`src/rtl/dw_deserializer.sv`:
```
// Narrow-to-wide packer: RATIO beats of INPUT_DW bits fill one OUTPUT_DW word; last_i flushes a partial word early.
// Build option DW_DESERIALIZER_ZERO_PAD_EN zeroes unfilled lanes of a presented word.
module dw_deserializer #(
  parameter int INPUT_DW  = 64,
  parameter int OUTPUT_DW = 512
) (
  input  logic                                     clk_i,
  input  logic                                     rst_i,
  input  logic [INPUT_DW-1:0]                      data_i,
  input  logic                                     valid_i,
  input  logic                                     last_i,
  output logic                                     ready_o,
  output logic [OUTPUT_DW-1:0]                     data_o,
  output logic [OUTPUT_DW/INPUT_DW-1:0]            lane_valid_o,
  output logic                                     last_o,
  output logic                                     valid_o,
  input  logic                                     ready_i
);

  localparam int RATIO = OUTPUT_DW / INPUT_DW;
  localparam int CNT_W = (RATIO > 2) ? $clog2(RATIO) : 1;
  localparam logic [CNT_W-1:0] LAST_LANE = CNT_W'(RATIO - 1);

  generate
    if (INPUT_DW < 1 || (OUTPUT_DW % INPUT_DW) != 0 || RATIO < 2) begin : g_bad_cfg
      $error("dw_deserializer: OUTPUT_DW must be an integer multiple (>=2) of INPUT_DW");
    end
  endgenerate

  typedef enum logic {
    S_FILL = 1'b0,
    S_OUT  = 1'b1
  } state_t;

  state_t               r_state;
  logic [CNT_W-1:0]     r_cnt;
  logic [OUTPUT_DW-1:0] r_data;
  logic [RATIO-1:0]     r_lane_valid;
  logic                 r_last;
  logic                 r_valid;

  logic [CNT_W-1:0]     w_lane;
  logic [OUTPUT_DW-1:0] w_wr_data;
  logic [OUTPUT_DW-1:0] w_pres_data;
  logic [RATIO-1:0]     w_wr_lv;
  logic                 w_close;

  assign ready_o = (r_state == S_FILL) ? 1'b1 : ready_i;

  // A beat taken during the output handshake always starts a fresh word in lane 0.
  assign w_lane  = (r_state == S_FILL) ? r_cnt : '0;
  assign w_close = last_i | ((r_state == S_FILL) & (r_cnt == LAST_LANE));

  always_comb begin
    w_wr_data = r_data;
    w_wr_lv   = (r_state == S_FILL) ? r_lane_valid : '0;
    for (int k = 0; k < RATIO; k++) begin
      if (w_lane == CNT_W'(k)) begin
        w_wr_data[k*INPUT_DW +: INPUT_DW] = data_i;
        w_wr_lv[k]                        = 1'b1;
      end
    end
  end

`ifdef DW_DESERIALIZER_ZERO_PAD_EN
  always_comb begin
    w_pres_data = w_wr_data;
    for (int k = 0; k < RATIO; k++) begin
      if (!w_wr_lv[k]) begin
        w_pres_data[k*INPUT_DW +: INPUT_DW] = '0;
      end
    end
  end
`else
  assign w_pres_data = w_wr_data;
`endif

  always_ff @(posedge clk_i or posedge rst_i) begin
    if (rst_i) begin
      r_state      <= S_FILL;
      r_cnt        <= '0;
      r_data       <= '0;
      r_lane_valid <= '0;
      r_last       <= 1'b0;
      r_valid      <= 1'b0;
    end else begin
      case (r_state)
        S_FILL: begin
          if (valid_i) begin
            r_lane_valid <= w_wr_lv;
            if (w_close) begin
              r_state <= S_OUT;
              r_valid <= 1'b1;
              r_last  <= last_i;
              r_cnt   <= '0;
              r_data  <= w_pres_data;
            end else begin
              r_cnt  <= r_cnt + 1'b1;
              r_data <= w_wr_data;
            end
          end
        end
        S_OUT: begin
          if (ready_i) begin
            if (valid_i) begin
              r_lane_valid <= w_wr_lv;
              if (last_i) begin
                // Single-beat packet: present it immediately, staying in OUT.
                r_last <= 1'b1;
                r_cnt  <= '0;
                r_data <= w_pres_data;
              end else begin
                r_state <= S_FILL;
                r_valid <= 1'b0;
                r_last  <= 1'b0;
                r_cnt   <= CNT_W'(1);
                r_data  <= w_wr_data;
              end
            end else begin
              r_state      <= S_FILL;
              r_valid      <= 1'b0;
              r_last       <= 1'b0;
              r_lane_valid <= '0;
            end
          end
        end
        default: r_state <= S_FILL;
      endcase
    end
  end

  assign data_o       = r_data;
  assign lane_valid_o = r_lane_valid;
  assign last_o       = r_last;
  assign valid_o      = r_valid;

endmodule

```
`config.mk`:
```
export PLATFORM = sky130hd
export DESIGN_NAME = dw_deserializer
export DESIGN_NICKNAME = d
export VERILOG_FILES = /design/src/rtl/dw_deserializer.sv
export SDC_FILE = /design/constraint.sdc
export NUM_CORES = 1
export LEC_CHECK = 0
export CORE_UTILIZATION = 25
export DETAILED_ROUTE_END_ITERATION = 7
export GPL_ROUTABILITY_DRIVEN = 1
export PLACE_DENSITY_LB_ADDON = 0.3
export SYNTH_ARGS = -nofsm -noshare
export SYNTH_HDL_FRONTEND = slang
export SYNTH_SLANG_ARGS = --single-unit
export TNS_END_PERCENT = 30
```
`constraint.sdc`:
```
create_clock -name clk_i -period 27.8 [get_ports clk_i]
set_input_delay 4.17 -clock clk_i [delete_from_list [all_inputs] [get_ports clk_i]]
set_output_delay 4.17 -clock clk_i [all_outputs]
set_load 0.01 [all_outputs]
```
# Word level (Yosys, flattened, before mapping)
# Index checks and enable logic that the tools add are counted.
classes:
  add_sub_neg: 1
  n_mul: 0
  div_mod_pow: 0
  order_cmp: 0
  n_eq_ne: 13
  n_shift: 0
  n_mux: 48
  n_bitwise: 3
  reduce_logical: 5
ops:
  columns: ["cell", "n"]
  rows:
  - ["2-to-1 mux 512 bit", 2]
  - ["case mux 512 bit (2 select lines)", 1]
  - ["2-to-1 mux 64 bit", 8]
  - ["2-to-1 mux 8 bit", 4]
  - ["2-to-1 mux 1 bit", 23]
  - ["case mux 8 bit (2 select lines)", 1]
  - ["== test 3 bit (second input constant)", 5]
  - ["2-to-1 mux 3 bit", 5]
  - ["!= test 2 bit (second input constant)", 4]
  - ["== test 3 x 2 -> 1 bit (second input constant)", 2]
  - ["case mux 1 bit (2 select lines)", 3]
  - ["case mux 3 bit (2 select lines)", 1]
  - ["AND reduction 3 bit", 2]
  - ["AND reduction 4 bit", 1]
  - ["adder 3 x 1 -> 3 bit (second input constant)", 1]
  - ["== test 3 x 1 -> 1 bit (second input constant)", 1]
  - ["zero test 3 bit", 1]
  - ["!= test 3 bit (second input constant)", 1]
  - ["AND reduction 2 bit", 1]
  - ["bitwise AND 1 bit", 1]
  - ["NOT 1 bit", 1]
  - ["OR 1 bit", 1]
totals:
  register_bits: 526
  latchBits: 0
  mem_bits_rw: 0
  mem_bits_ro: 0
  inputBits: 69
  output_inout_bits: 523
  wordCells: 76
  n_memories: 0

# Longest topological paths before layout
depth:
  ltp_word: 6
  depth_mapped: 6
  depth_no_buf: 5

# Worst setup path after synthesis
# Ideal clock, no wire load.
synth_timing:
  path_kind: "input port to output port"
  start: "input ready_i"
  end: "output ready_o"
  arrival_ps: 4389
  required_ps: 23630
  setup_slack_ps: 19241
  cell_stages: 1
  path_cell_list: "nand2b_1"
synth_via:
  elab_chain_cells: 1
synth_rtl:
  columns: ["item", "line", "source"]
  rows:
  - ["start, declared", "17", "input logic ready_i"]
  - ["2-to-1 mux 1 bit", "48", "assign ready_o = (r_state == S_FILL) ? 1'b1 : ready_i;"]
  - ["end, declared", "12", "output logic ready_o,"]
# No other way between the ends.

# Final worst setup path
# Same ends and word-level chain as after synthesis.

==> flow_metrics.env <==
export IMPL_synth_top_cell_area_share_pct=66.4
export IMPL_synth_common_cells="dfrtp_1 (526), mux2_2 (463), mux2_4 (49)"
export IMPL_holdPathStages=1
export IMPL_cts_tree="built"
export IMPL_synth_fa_ha_area_share_pct=0.126
export IMPL_htree_levels=2
export IMPL_clk_latency_ns=0.60
export IMPL_firstDrtPassIters=4
export IMPL_grt_max_degree=169
export IMPL_drive_gt1_share_pct=35.7
export IMPL_io_buffers=591
export IMPL_netlist_area_sq_um=19800
export IMPL_yosysTopAreaCell="dfrtp_1"
export IMPL_grt_total_usage_pct=15.0
export IMPL_drv_slew=0
export IMPL_dp_hpwl_mm=40.5
export IMPL_hp_class="flop to flop"
export IMPL_path_max_fanout=6
export IMPL_nNetsFinal=1825
export IMPL_numCtsBuffers=58
export IMPL_post_drt_via_cell_ratio=4.26
export IMPL_r2r_slack_ns=24.86
export IMPL_synthSimpleGateAreaFrac_pct=0.821
export IMPL_ios=592
export IMPL_worst_pin_slew_ns=1.06
export IMPL_muxShareOfSynthArea_pct=30.0
export IMPL_die_y_microns=284
export IMPL_cp_start_kind="input pin"
export IMPL_finalCritPeriodShare_pct=35.0
export IMPL_drt_initial_drc_count=450
export IMPL_drc=0
export IMPL_synth_top_family_by_area="multiplexers"
export IMPL_synth_most_common_cell="dfrtp_1"
export IMPL_avgSynthCellArea_sq_um=17.3
export IMPL_post_cts_setup_buffer_count=0
export IMPL_critPathKind="input pin to output pin"
export IMPL_end_kind="output pin"
export IMPL_clkSinkCount=526
export IMPL_rows=102
export IMPL_period_minus_slack_ns=9.74
export IMPL_cts_clk_slew_worst_paths_ns=0.06
export IMPL_start_util_pct=25.4
export IMPL_fp_dieW_microns=284
export IMPL_finalClockSkew_ns=0.00769
export IMPL_ant_nets=0
export IMPL_antenna_found_initial=1
export IMPL_status="completed"
export IMPL_vias=12100
export IMPL_post_drt_wl_per_cell_microns=21.5
export IMPL_fillers=7302
export IMPL_clock_path_buffers=3
export IMPL_synth_edff_count=0
export IMPL_synth_seq_cells=526
export IMPL_ff2ff_path_depth=4
export IMPL_wl_mm=61.0
export IMPL_async_flop_share_pct=100
export IMPL_max_freq_ghz=0.103
export IMPL_postCtsHoldBufs=0
export IMPL_syn_inst=1144
export IMPL_coreArea_sq_um=78000
export IMPL_setup_violations=0
export IMPL_syn_to_final_growth_pct=46.2
export IMPL_cp_required_ns=23.63
export IMPL_ys_warn_count=0
export IMPL_rsz0062_at_grt="false"
export IMPL_synth_compound_area_share_pct=0.543
export IMPL_post_synth_num_cell_types=28
export IMPL_finalSetupTns_ns=0
export IMPL_synthXorXnorAreaFrac_pct=0
export IMPL_cts_resized=0
export IMPL_synthesis_nets=1215
export IMPL_die_area_sq_um=80400
export IMPL_synth_area_leaders="dfrtp_1 (66%), mux2_2 (26%), mux2_4 (3.7%)"
export IMPL_relSlewSlack_pct=29.4
export IMPL_place_congestion=0.754
export IMPL_grt_pass1_vias=13300
export IMPL_hold_viol=0
export IMPL_vdd_drop_max_mv=0.0585
export IMPL_synthFlopType="dfrtp_1"
export IMPL_grt_ovfl_total=0
export IMPL_cp_data_arrival_time_ns=5.57
export IMPL_p_per_area_nw_per_um2=94.7
export IMPL_grt_first_pass_wirelength_mm=91.1
export IMPL_ys_seq_area_share_pct=66.4
export IMPL_total_power_mw=2.74
export IMPL_cts_root_buf="clkbuf_16"
export IMPL_drv_cap=0
export IMPL_leakagePower_nw=13.1
## power by group
part	total (mW)	leakage [nW]	internal, mW	switching [mW]
Clock	0.844	1.07	0.527	0.317
Sequential	1.08	6.86	0.969	0.108
Combinational	0.823	5.17	0.505	0.318
Total	2.74	13.1	2.00	0.743
## critical path, cell delays in order
cell and delay, ns:
clkdlybuf4s50_1 0.49, nand2b_1 0.30, clkdlybuf4s50_1 0.61
## through the flow
stage | instance area (sq um) | worst slack (ns) | hold WS (ns) | util (%) | cells
finish | 29000 | 18.06 | 0.481 | 37.2 | 2844
global route | 29000 | 18.02 | 0.505 | 37.2 | 2844
CTS | 29000 | 18.07 | 0.487 | 37.2 | 2843
detailed placement | 26800 | 18.07 | 0.466 | 34.4 | 2734
global placement | 26800 | 18.05 | 0.460 | 34.4 | 2734
floorplan | 19800 | 8.93 | 0.514 | - | 1144
## logic make-up (layout without fill, tap and decap cells)
kind of cell	after synthesis	in the layout
flops	526	526
mux	512	512
buf+inv	61	720
simple gates	29	29
compound gates	14	14
fa+ha+maj	2	2
other cells	0	1
## area by class of cell
| cell class | instances | area [sq um] | share of cell area [%] |
|---|---|---|---|
| tap | 1040 | 1300 | 4.49 |
| timing repair buffer | 610 | 6070 | 20.9 |
| clock inverter | 25 | 365 | 1.26 |
| sequential | 526 | 13200 | 45.4 |
| antenna | 1 | 2.50 | 0.00863 |
| multi-input combinational | 557 | 6280 | 21.7 |
| inverter | 1 | 11.3 | 0.0389 |
| clock buffer | 84 | 1780 | 6.15 |
## path summary, 6_finish.rpt
| path | startpoint | end |
|---|---|---|
| max in group asynchronous | rst_i | data_o[496] |
| max | ready_i | ready_o |
| min | lane_valid_o[6] | lane_valid_o[6] |
| min in group asynchronous | rst_i | data_o[343] |
| min reg2reg | lane_valid_o[6] | lane_valid_o[6] |
| max reg2reg | r_state | data_o[316] |
## metal layers
layer / global-route usage, % / up-vias / routed length (microns)
li1: - / 5297 / -
met1: 17.1 / 6350 / 24000
met2: 26.4 / 372 / 31100
met3: 4.77 / 89 / 4320
met4: 4.76 / 0 / 1640
met5: 0 / - / 0
## placed cells by master (no fill, tap or decap)
cell type,netlist,layout
a32o_1,1,1
o211ai_1,1,1
o2bb2ai_1,1,1
a22o_1,3,3
mux2_4,49,49
clkbuf_1,2,6
clkbuf_16,0,61
mux2_2,463,463
nand3b_1,2,2
and3_4,0,1
clkbuf_8,0,17
and2_0,1,1
o21ai_4,0,1
clkinv_2,0,12
nor3b_2,1,3
bufinv_16,0,9
nand3b_2,1,1
nand2_1,13,13
clkinv_4,0,1
ha_1,2,2
clkdlybuf4s50_1,0,591
clkinvlp_4,0,2
buf_4,18,18
nand2b_1,2,2
inv_8,0,2
a21o_1,6,6
nor2_4,0,1
diode_2,0,1
dfrtp_1,526,526
or3_4,0,1
nor2b_1,1,1
nor2_1,2,1
o21ai_0,2,1
nor4b_1,1,1
nor4_1,1,1
buf_12,0,1
## state kept, by name, indices dropped and copies added, names as in the netlist
register / count
data_o: 512
lane_valid_o: 8
r_cnt: 3
last_o: 1
r_state: 1
valid_o: 1
Note: power is estimated with default switching activity, not from simulation.
==> RTL edit, RTL diff (same settings) <==
The option `DW_DESERIALIZER_ZERO_PAD_EN` is turned on by a define.
--- a/src/rtl/dw_deserializer.sv
+++ b/src/rtl/dw_deserializer.sv
@@ -2,2 +2,4 @@
 // Build option DW_DESERIALIZER_ZERO_PAD_EN zeroes unfilled lanes of a presented word.
+`define DW_DESERIALIZER_ZERO_PAD_EN
+
 module dw_deserializer #(
Function: not settled (the Yosys comparison gave no result); the edit may change what the design does.
==> RTL edit against the unedited design <==
- the flow now finishes with violations (DRC)
- power shrank 5.8%
- fmax shrank 4.7%
- register-to-register slack lost 0.91 ns
- via count grew 89%
- non-clock buffer count grew 24
- sequential cell count is the same
- utilization shrank 2.9 points
- clock skew grew 0.017 ns
- final area grew 14%
- sequential share of layout area shrank 5.7 points
- setup slack lost 0.48 ns
- routed wire length grew 83%
- area after synthesis grew 23%
==> RTL edit: results (changes against the unedited design) <==
stage;metric;value;unit;change
routing;1st-iter DRT viols;2548;;+470%
clock_network;H-tree depth;3;;+1
grt;met2 Use GR;33.52;%;+7.1 points
worst_hold_path;Hold Path Origin;last_o;;
placed_design;Final Wtd Congestion;0.7632;;+1.2%
logic_synthesis;top area cells in the synthesized netlist;dfrtp_1 54%, a22oi_1 12%, o21ai_0 9.2%, nand3_1 9.2%, clkbuf_1 4.7%;;
clock_network;TritonCTS buffer count;68;;+17%
logic_synthesis;Syn Nets;2535;;+110%
layout;Signal inverters;11;;+10
power_and_ir_drop;Peak supply drop;38.13;uV;-35%
routing;number of remaining DRC errors;68;;+68
logic_synthesis;synth unique cells;40;;+43%
status;status;finished, violations left;;
routing;routed vias;22840;;+89%
timing;fin crit share;36.77;%;+1.7 points
grt;initial antenna violation count;0;;-1
grt;largest net degree at the start of global routing;190;;+12%
critical_path;max incr delay on CP;0.81;ns;+0.20 ns
layout;Non-clock buffer share;18.89;%;-2.1 points
layout;multi-input gate share of total cell area;29.69;%;+8.0 points
critical_path;critical path endpoint;ready_o;;
layout;Seq cells;526;;unchanged
grt;routing usage on met3;5.552;%;+0.79 points
routing;WL final;111.8;mm;+83%
power_and_ir_drop;P_leak;14.33;nW;+9.5%
clock_network;clk root buf;clkbuf_16;;
layout;Antenna Diode Count;0;;-1
timing;WHS;0.5200;ns;+0.03889 ns
logic_synthesis;area share of fa/ha/maj cells after synthesis;0.1023;%;-0.024 points
timing;slew margin rel.;17.82;%;-12 points
logic_synthesis;Avg Inst Size Synth;9.926;um2;-43%
worst_hold_path;worst hold path endpoint;last_o;;
placed_design;pre-CTS WS;17.56;ns;-0.5153 ns
logic_synthesis;post-synthesis mux area share;3.868;%;-26 points
grt;first-pass GRT wire length;162.5;mm;+78%
placed_design;placed insts;3991;;+46%
layout;Net count, final;2856;;+56%
logic_synthesis;Post-synth top cells;526 x dfrtp_1, 449 x o21ai_0, 448 x nand3_1;;
routing;DRT Pass-1 Iters;8;;+4
layout;fill count;9792;;+34%
layout;clock network area share;6.772;%;-0.64 points
logic_synthesis;sequential fraction of the synthesis area;53.82;%;-13 points
critical_path;CP Max Fanout;13;;+7
grt;GR Layer Usage met1;29.82;%;+13 points
timing;clock skew;0.02484;ns;+0.01715 ns
placed_design;dpl hpwl;65.33;mm;+61%
critical_path;R2R setup slack;23.95;ns;-0.91 ns
status;failing checks;DRC;;
critical_path;RR Endpoint;data_o[354];;
layout;buffers outside the clock class;634;;+3.9%
layout;clock buf count;98;;+17%
critical_path;WP data arrival;6.05;ns;+0.48 ns
layout;multi-input gates;1544;;+180%
grt;GRT Total Usage;21.84;%;+6.9 points
grt;vias in the first global route;22220;;+67%
[RTL edit: cell count changes after synthesis, sizes merged, moves of 71 or more]
cell    unedited run  this run
o21ai              2       455
mux2             512        64
nand3              0       448
a22oi              0       384
clkbuf             2       305
a21oi              0        71
[RTL edit: report_power, final]
| part | total (W) | switching, W | internal (W) |
|---|---|---|---|
| clock network | 0.000898 | 0.000367 | 0.000531 |
| registers | 0.000937 | 0.0000707 | 0.000866 |
| logic | 0.000751 | 0.000442 | 0.000308 |
[RTL edit: per-layer routing]
metal,wire [um],up-vias
li1,-,9775
met1,47830,11870
met2,51720,1041
met3,9259,151
met4,3005,0
met5,0,-
[RTL edit: metrics by stage]
step                      util (%)  cell area [um2]
after floorplan                  -            24460
after global placement       31.92            30920
after detailed placement     31.92            30920
after CTS                    34.24            33160
after global routing         34.24            33160
final                        34.24            33160
